<file path="src/rtl/pix_scan_pkg.sv">
// Shared definitions for the pixel scan controller: FSM state encoding,
// parameter defaults and a timer width helper.
package pix_scan_pkg;

    localparam int SEL_WIDTH_DEFAULT      = 4;
    localparam int TIMEOUT_CYCLES_DEFAULT = 4096;

    typedef enum logic [2:0] {
        ST_IDLE,
        ST_ARM,
        ST_FIRE,
        ST_WAIT_ACCEPT,
        ST_WAIT_DONE,
        ST_GAP,
        ST_NEXT
    } scan_state_t;

    // Bits needed to hold the values 0 .. cycles-1 (never less than one).
    function automatic int timer_width(input int cycles);
        return (cycles > 2) ? $clog2(cycles) : 1;
    endfunction

endpackage

</file>
<file path="src/rtl/pixel_scan_controller_cycle_timer.sv">
// Loadable down-counter that parks at zero; zero flag follows the register.
module cycle_timer #(
    parameter int WIDTH = 8
) (
    input  logic             clk,
    input  logic             srst,
    input  logic             load,
    input  logic [WIDTH-1:0] load_value,
    input  logic             enable,
    output logic             zero
);

    logic [WIDTH-1:0] count_reg;

    always_ff @(posedge clk) begin
        if (srst) begin
            count_reg <= '0;
        end else if (load) begin
            count_reg <= load_value;
        end else if (enable && (count_reg != '0)) begin
            count_reg <= count_reg - WIDTH'(1);
        end
    end

    assign zero = (count_reg == '0);

endmodule

</file>
<file path="src/rtl/pixel_scan_controller.sv">
// Steps the pixel select code over a programmed range, firing a fixed number
// of handshaken sequencer runs per pixel, with gap, watchdog and status.
module pixel_scan_controller
    import pix_scan_pkg::*;
#(
    parameter int SEL_WIDTH      = SEL_WIDTH_DEFAULT,
    parameter int COUNT_WIDTH    = 16,
    parameter int GAP_WIDTH      = 10,
    parameter int TIMEOUT_CYCLES = TIMEOUT_CYCLES_DEFAULT
) (
    input  logic                   clk,
    input  logic                   reset,
    input  logic                   start,
    input  logic                   abort,
    input  logic [SEL_WIDTH-1:0]   sel_first,
    input  logic [SEL_WIDTH-1:0]   sel_last,
    input  logic [COUNT_WIDTH-1:0] runs_per_pixel,
    input  logic [GAP_WIDTH-1:0]   gap_time,
    input  logic                   ready_flag,
    input  logic                   measure_flag,
    output logic                   run_sequencer,
    output logic [SEL_WIDTH-1:0]   SEL_input,
    output logic                   busy,
    output logic                   done,
    output logic                   error_flag,
    output logic [COUNT_WIDTH-1:0] run_count,
    output logic [COUNT_WIDTH-1:0] measure_count
);

    localparam int                  WD_WIDTH  = timer_width(TIMEOUT_CYCLES);
    localparam logic [WD_WIDTH-1:0] WD_RELOAD = WD_WIDTH'(TIMEOUT_CYCLES - 1);

    scan_state_t            state_reg;
    logic [SEL_WIDTH-1:0]   sel_reg;
    logic [SEL_WIDTH-1:0]   sel_last_reg;
    logic [COUNT_WIDTH-1:0] runs_reg;
    logic [COUNT_WIDTH-1:0] run_idx_reg;
    logic [COUNT_WIDTH-1:0] run_count_reg;
    logic [COUNT_WIDTH-1:0] measure_count_reg;
    logic [GAP_WIDTH-1:0]   gap_reg;
    logic                   run_sequencer_reg;
    logic                   busy_reg;
    logic                   done_reg;
    logic                   error_reg;
    logic                   measure_prev_reg;

    logic                   wd_load;
    logic                   wd_zero;
    logic                   gap_load;
    logic                   gap_zero;
    logic [GAP_WIDTH-1:0]   gap_reload;

    // The watchdog is reloaded on the cycle before every entry into a watched
    // state; reloading it in other states is harmless since it is ignored there.
    always_comb begin
        wd_load = 1'b0;
        case (state_reg)
            ST_IDLE, ST_FIRE, ST_NEXT: wd_load = 1'b1;
            ST_WAIT_ACCEPT:            wd_load = !ready_flag;
            default:                   wd_load = 1'b0;
        endcase
    end

    // Loading gap_time-1 makes GAP last exactly gap_time cycles.
    assign gap_load   = (state_reg != ST_GAP);
    assign gap_reload = gap_reg - GAP_WIDTH'(1);

    cycle_timer #(
        .WIDTH(WD_WIDTH)
    ) u_watchdog (
        .clk       (clk),
        .srst      (reset),
        .load      (wd_load),
        .load_value(WD_RELOAD),
        .enable    (1'b1),
        .zero      (wd_zero)
    );

    cycle_timer #(
        .WIDTH(GAP_WIDTH)
    ) u_gap_timer (
        .clk       (clk),
        .srst      (reset),
        .load      (gap_load),
        .load_value(gap_reload),
        .enable    (state_reg == ST_GAP),
        .zero      (gap_zero)
    );

    always_ff @(posedge clk) begin
        if (reset) begin
            state_reg         <= ST_IDLE;
            sel_reg           <= '0;
            sel_last_reg      <= '0;
            runs_reg          <= '0;
            run_idx_reg       <= '0;
            run_count_reg     <= '0;
            measure_count_reg <= '0;
            gap_reg           <= '0;
            run_sequencer_reg <= 1'b0;
            busy_reg          <= 1'b0;
            done_reg          <= 1'b0;
            error_reg         <= 1'b0;
            measure_prev_reg  <= 1'b0;
        end else begin
            run_sequencer_reg <= 1'b0;
            done_reg          <= 1'b0;
            measure_prev_reg  <= measure_flag;

            if (busy_reg && measure_flag && !measure_prev_reg && (measure_count_reg != '1)) begin
                measure_count_reg <= measure_count_reg + COUNT_WIDTH'(1);
            end

            if (abort && (state_reg != ST_IDLE)) begin
                state_reg <= ST_IDLE;
                busy_reg  <= 1'b0;
            end else begin
                case (state_reg)
                    ST_IDLE: begin
                        if (start && !abort) begin
                            sel_reg           <= sel_first;
                            sel_last_reg      <= sel_last;
                            runs_reg          <= runs_per_pixel;
                            gap_reg           <= gap_time;
                            run_idx_reg       <= '0;
                            run_count_reg     <= '0;
                            measure_count_reg <= '0;
                            error_reg         <= 1'b0;
                            if (sel_last < sel_first) begin
                                error_reg <= 1'b1;
                                done_reg  <= 1'b1;
                            end else if (runs_per_pixel == '0) begin
                                done_reg <= 1'b1;
                            end else begin
                                state_reg <= ST_ARM;
                                busy_reg  <= 1'b1;
                            end
                        end
                    end
                    ST_ARM: begin
                        if (ready_flag) begin
                            state_reg         <= ST_FIRE;
                            run_sequencer_reg <= 1'b1;
                        end else if (wd_zero) begin
                            state_reg <= ST_IDLE;
                            busy_reg  <= 1'b0;
                            error_reg <= 1'b1;
                        end
                    end
                    ST_FIRE: begin
                        state_reg <= ST_WAIT_ACCEPT;
                    end
                    ST_WAIT_ACCEPT: begin
                        if (!ready_flag) begin
                            state_reg <= ST_WAIT_DONE;
                        end else if (wd_zero) begin
                            state_reg <= ST_IDLE;
                            busy_reg  <= 1'b0;
                            error_reg <= 1'b1;
                        end
                    end
                    ST_WAIT_DONE: begin
                        if (ready_flag) begin
                            if (run_count_reg != '1) begin
                                run_count_reg <= run_count_reg + COUNT_WIDTH'(1);
                            end
                            state_reg <= (gap_reg == '0) ? ST_NEXT : ST_GAP;
                        end else if (wd_zero) begin
                            state_reg <= ST_IDLE;
                            busy_reg  <= 1'b0;
                            error_reg <= 1'b1;
                        end
                    end
                    ST_GAP: begin
                        if (gap_zero) begin
                            state_reg <= ST_NEXT;
                        end
                    end
                    ST_NEXT: begin
                        if ((run_idx_reg + COUNT_WIDTH'(1)) < runs_reg) begin
                            run_idx_reg <= run_idx_reg + COUNT_WIDTH'(1);
                            state_reg   <= ST_ARM;
                        end else if (sel_reg == sel_last_reg) begin
                            state_reg <= ST_IDLE;
                            busy_reg  <= 1'b0;
                            done_reg  <= 1'b1;
                        end else begin
                            sel_reg     <= sel_reg + SEL_WIDTH'(1);
                            run_idx_reg <= '0;
                            state_reg   <= ST_ARM;
                        end
                    end
                    default: begin
                        state_reg <= ST_IDLE;
                        busy_reg  <= 1'b0;
                    end
                endcase
            end
        end
    end

    assign run_sequencer = run_sequencer_reg;
    assign SEL_input     = sel_reg;
    assign busy          = busy_reg;
    assign done          = done_reg;
    assign error_flag    = error_reg;
    assign run_count     = run_count_reg;
    assign measure_count = measure_count_reg;

endmodule

</file>
<file path="config.mk">
export PLATFORM = sky130hd
export DESIGN_NAME = pixel_scan_controller
export DESIGN_NICKNAME = d
export VERILOG_FILES = /design/src/rtl/pix_scan_pkg.sv /design/src/rtl/pixel_scan_controller_cycle_timer.sv /design/src/rtl/pixel_scan_controller.sv
export SDC_FILE = /design/constraint.sdc
export NUM_CORES = 1
export LEC_CHECK = 0
export CORE_MARGIN = 2
export CORE_UTILIZATION = 51
export DETAILED_ROUTE_END_ITERATION = 8
export PLACE_DENSITY = 0.77
export SLEW_MARGIN = 15
export SYNTH_ARGS = -nofsm -noshare
export SYNTH_HDL_FRONTEND = slang
export SYNTH_HIERARCHICAL = 1
export SYNTH_SLANG_ARGS = --single-unit
</file>
<file path="constraint.sdc">
create_clock -name clk -period 3.4 [get_ports clk]
set_clock_uncertainty 0.2 [all_clocks]
set_input_delay 0.68 -clock clk [delete_from_list [all_inputs] [get_ports clk]]
set_output_delay 0.68 -clock clk [all_outputs]
set_load 0.01 [all_outputs]
</file>
### Yosys cells after proc, flatten, opt, wreduce, memory -nomap -nowiden

Cells that the tools add are included.
Widths: inputs -> output; s select.

| storage, ports and cells | value |
|---|---|
| bits in registers | 112 |
| input bits | 40 |
| word-level logic and storage cells | 137 |

| cells by class | value |
|---|---|
| $add $sub $neg | 7 |
| magnitude comparators | 2 |
| equal/unequal tests | 22 |
| muxes and demuxes | 54 |
| bitwise logic cells | 3 |
| reduce and logical (&&, ||, !) cells | 34 |

Operators with widths:

| cell | number |
|---|---|
| $mux 16 | 9 |
| $pmux 16 s2 | 2 |
| $add 16x1->16 const B | 3 |
| $ne 16x16->1 const B | 2 |
| $mux 12 | 2 |
| $mux 3 | 8 |
| $ne 2x2->1 const B | 11 |
| $mux 1 | 21 |
| $pmux 3 s7 | 1 |
| $logic_not 10->1 | 2 |
| $mux 10 | 2 |
| $sub 10x1->10 const B | 2 |
| $logic_not 16->1 | 1 |
| $lt 16x16->1 | 1 |
| $reduce_and 5->1 | 3 |
| $logic_not 12->1 | 1 |
| $mux 4 | 3 |
| $reduce_bool 12->1 | 1 |
| $sub 12x1->12 const B | 1 |
| $reduce_bool 10->1 | 1 |
| $eq 3x3->1 const B | 3 |
| $pmux 4 s2 | 1 |
| $reduce_and 4->1 | 2 |
| $reduce_and 8->1 | 1 |
| 19 further kinds | 38 |

### Longest topological paths before layout

| depth | value |
|---|---|
| word-level depth | 7 |
| mapped depth | 15 |
| gate-level depth less buffers | 14 |

### By module

Netlist, hierarchy kept.

Modules (own cells, without submodules):

| module | instances | cells each | area an instance (um^2) | sequential area each (um^2) |
|---|---|---|---|---|
| pixel_scan_controller | 1 | 639 | 5066.1 | 1801.7 |
| cycle_timer (u_watchdog) | 1 | 90 | 753.2 | 240.2 |
| cycle_timer (u_gap_timer) | 1 | 72 | 626.9 | 200.2 |

### Worst setup path before layout

No wires, ideal clock.

| timing | value |
|---|---|
| kind | register -> register |
| from | register run_idx_reg[2] |
| to | register run_idx_reg[5] |
| library setup time | 0.114 ns |
| data arrival time | 3.088 ns |
| slack | -0.002 ns |
| cell stages (with the launch flop) | 14 |
| buffers on the path | 1 |
| path through | dfxtp_1 nand4_1 nor3_1 and2_1 and3_1 xor2_1 ha_1 nand4_1 nor3_1 nand2_1 and3_1 clkbuf_1 a31o_1 a21o_1 |

| between the ends | value |
|---|---|
| cells in the longest elaborated chain, start to end | 4 |
| elaborated cells on any way between the ends | 6 |

RTL lines:

| element | RTL line | RTL |
|---|---|---|
| start, declared | pixel_scan_controller.sv:37 | `logic [COUNT_WIDTH-1:0] run_idx_reg;` |
| start signal, assigned | pixel_scan_controller.sv:181 | `run_idx_reg <= run_idx_reg + COUNT_WIDTH'(1);` |
| $add 16x1->16 (*) | pixel_scan_controller.sv:180, pixel_scan_controller.sv:181 |  |
| $lt 16x16->1 | pixel_scan_controller.sv:180 | `if ((run_idx_reg + COUNT_WIDTH'(1)) < runs_reg) begin` |
| $ne 3x3->1 (no source line) / $mux 16 (equally long branches) | n/a |  |
| $reduce_and 4->1 (no source line) / $pmux 16 s2 (equally long branches) | n/a |  |

Every way passes the cells marked *; elsewhere a longest branch is shown, timed or not.
A chain may end at the register's enable or synchronous reset.

### Final worst setup path

| timing | value |
|---|---|
| from | register run_idx_reg[1] |
| to | register run_idx_reg[15] |

The elaborated chain is that of the path after synthesis.

==> summary.md <==
| Metric | Value |
|---|---|
| Design Area, Final | `just under 8000 um^2` |
| Outcome | `finished clean` |
| Flops & latches, synth | `112` |
| Largest delay share family, worst path | `compound AO/OA/AOI/OAI gates` |
| Leak | `roughly 0.003 uW` |
| Reg clk slew, reported paths | `0.07 ns` |
| Root buffer selected by CTS | `clkbuf_16` |
| Critical path cell sequence | `ha_1 > nand3_1 > nor2_2 > and2_4 > and3_1 > xnor2_1 > inv_1 > ha_1 > nand4_1 > nor3_2 > a2111oi_4 > buf_4 > a211oi_4 > o21bai_1 > a21o_1` |
| Synth Instances | `801` |
| CTS tree | `yes` |
| PD cells | `443.0 nW/um^2` |
| Hold Fails Final Rpt | `0` |
| Dpl cells | `1047` |
| Port Buffers | `79` |
| Post-Place Cell Area | `7490 um^2` |
| Layout net count | `960` |
| Cts bufs inserted | `9` |
| Initial antenna violation count | `0` |
| Initial DRC count | `around 410` |
| Most common cell after layout, fill and taps aside | `dfxtp_1` |
| CP Launch Type | `register` |
| Initial Utilization | `about 52%` |
| Post-synth EDFFs | `0` |
| Clock sink count | `between 100 and 150` |
| Post-synthesis average cell area | `~8.0 um^2` |
| Die Area | `between 10000 and 15000 um^2` |
| Largest family of logic cells by synthesized area | `simple AND/OR/NAND/NOR gates` |
| Gpl congestion | `0.8720` |
| Post-synthesis adder-cell area fraction | `5.202%` |
| Vias per cell | `5.620` |
| YS warnings | `6` |
| Core area | `12470 um^2` |
| Dpl hpwl | `10940 um` |
| Distinct cells, synth | `80` |
| Final core occ | `63.49%` |
| Largest net degree at the start of global routing | `between 70 and 80` |
| Critical Path Max Stage Delay | `0.48 ns` |
| Seq/Total Area, Yosys | `34.78%` |
| Post-route insts no fill | `1071` |
| Antenna-violating nets left | `0` |
| Congestion Overflow GR | `0` |
| HP Class | `reg -> reg` |
| Xor and xnor fraction of the mapped netlist area | `7.201%` |
| Fill cells | `1102` |
| Proportion of layout cells with a drive suffix above 1 | `9.677%` |
| Mux contribution to synthesized area | `less than 1%` |
| Die Span X | `approximately 120 um` |
| Die height | `116.4 um` |
| Most used cell, CP | `ha_1` |
| Hold Buf Count CTS | `0` |
| Synth Cell Area | `6446 um^2` |
| Avg WL per Cell | `14.59 um` |
| Fin crit share | `97.62%` |
| CP arrival | `approximately 3.4 ns` |
| Clock latency on the worst-skew pair | `0.36 ns` |
| Highest achievable clock rate | `~300 MHz` |
| Crit Path Category | `reg -> reg` |
| Bufs on Longest Clock Path | `2` |
| Via count | `6019` |
| # Max-Cap Violations | `0` |
| Ys async rst share | `0%` |
| Routed WL | `15620 um` |
| Worst Path Buf+Inv | `2` |
| Slowest CP cell | `a2111oi_4` |
| Required @ worst endpoint | `around 3.5 ns` |
| Vias in the first global route | `5502` |
| First-pass GRT wire length | `roughly 26000 um` |
| Diode count | `0` |
| Simple logic cell fraction of the synthesized area | `between 20% and 30%` |
| Area delta synth->final | `22.79%` |
| H-tree Lvls | `3` |
| Compound-gate portion of the synthesized area | `19.00%` |
| Final setup viols | `0` |
| Synth Flop Type | `dfxtp_1` |
| Max VDD drop | `0.2490 mV` |
| FP Rows | `41` |
| Drc violations | `0` |
| Tmin final | `3.319 ns` |
| Critical path capture point type | `register` |
| Crit-path max FO | `5` |
| GRT Util Overall | `a little under a quarter` |
| Num ports | `80` |
| Slew headroom | `43.34%` |
| DRT Pass-1 Iters | `5` |
| Worst slew pin tran | `between 0.8 and 0.9 ns` |
| Final slew viol count | `0` |
| Most frequent cells in the layout | `108 x dfxtp_1, 103 x nand2_1, 78 x clkdlybuf4s50_1, 64 x a21oi_1, 63 x nor2_1` |
-- routing by layer --
metal	track usage (%)	up-vias	part of all wire, %
met5	0	-	0
met4	8.730	0	2.0
met3	3.840	23	4.8
met2	38.06	156	47
met1	31.16	2800	47
li1	-	3040	-
-- through the flow --
stage	worst slack (ns)	setup TNS [ns]	hold slack, ns	total power, uW
6_report	0.08108	0	0.2532	3506
5_1_grt	-0.06300	-0.5661	0.2704	3692
3_5_place_dp	-0.1706	-1.717	0.2468	2422
2_1_floorplan	0.03325	0	0.2330	2175
3_3_place_gp	-0.06406	-0.2954	0.2423	2405
4_1_cts	0.001446	0	0.2562	3484
-- kinds of logic after synthesis --
family	after synthesis
AO/OA/AOI/OAI	176
XOR/XNOR	53
adder cells (fa/ha/maj)	27
buffers and inverters	87
flip-flops	112
multiplexers	6
other	1
AND/OR/NAND/NOR	339
-- where the power goes --
part           internal (uW)  switching (uW)  total (uW)
Combinational            389             528         917
Sequential              1410             127        1540
Clock                    561             487        1050
-- final cells by class --
cell class / count / area, um^2 / area share, %
Clock buffer: 13 / 270.3 / 3.414
Clock inverter: 3 / 22.52 / 0.2845
Inverter: 52 / 195.2 / 2.466
Multi-Input combinational cell: 616 / 3999 / 50.52
Sequential cell: 112 / 2247 / 28.39
Tap cell: 172 / 215.2 / 2.719
Timing Repair Buffer: 103 / 965.9 / 12.20
-- Yosys cell counts (4+ instances only) --
cell	n	share of area (%)
a211oi_1	8	0.93
a21o_1	6	0.70
a21oi_1	64	5.0
a221oi_1	6	0.82
a311oi_1	5	0.68
a31oi_1	6	0.58
and2_1	5	0.49
and3_1	11	1.1
and4_1	8	1.1
buf_2	6	0.47
clkbuf_1	27	1.6
dfxtp_1	112	35
ha_1	26	5.0
inv_1	51	3.0
mux2i_1	5	0.78
nand2_1	103	6.0
nand2b_1	7	0.68
nand3_1	29	2.3
nand3b_1	10	1.2
nand4_1	15	1.5
nor2_1	64	3.7
nor3_1	23	1.8
nor3b_1	6	0.70
nor3b_2	4	0.78
nor4_1	14	1.4
o21ai_0	21	1.6
o21bai_1	6	0.70
o31ai_1	10	1.2
or3_1	13	1.3
or4_1	7	0.82
xnor2_1	26	3.5
xor2_1	27	3.7
-- timing repair --
item | in CTS | in global routing
setup buffers | 0 | 6
resized for setup | 4 | 14
setup endpoints to repair | 21 | 23
cloned | 0 | 2
pin swaps | 1 | 11
-- path summary, 6_finish.rpt --
| check | end | cells after the start | slack, ns | start |
|---|---|---|---|---|
| hold reg to reg | runs_reg[2] | 2 | 0.25 | runs_reg[2] |
| setup reg to reg | run_idx_reg[15] | 15 | 0.08 | run_idx_reg[1] |
| hold / removal | runs_reg[2] | 2 | 0.25 | runs_reg[2] |
| setup / recovery | run_idx_reg[15] | 15 | 0.08 | run_idx_reg[1] |
-- worst min-delay path, stage by stage, from the launching register on --
cell	delay [ns]
dfxtp_1	0.31
nand2_1	0.05
a21oi_1	0.05
Power figures use the tool's default switching activity.
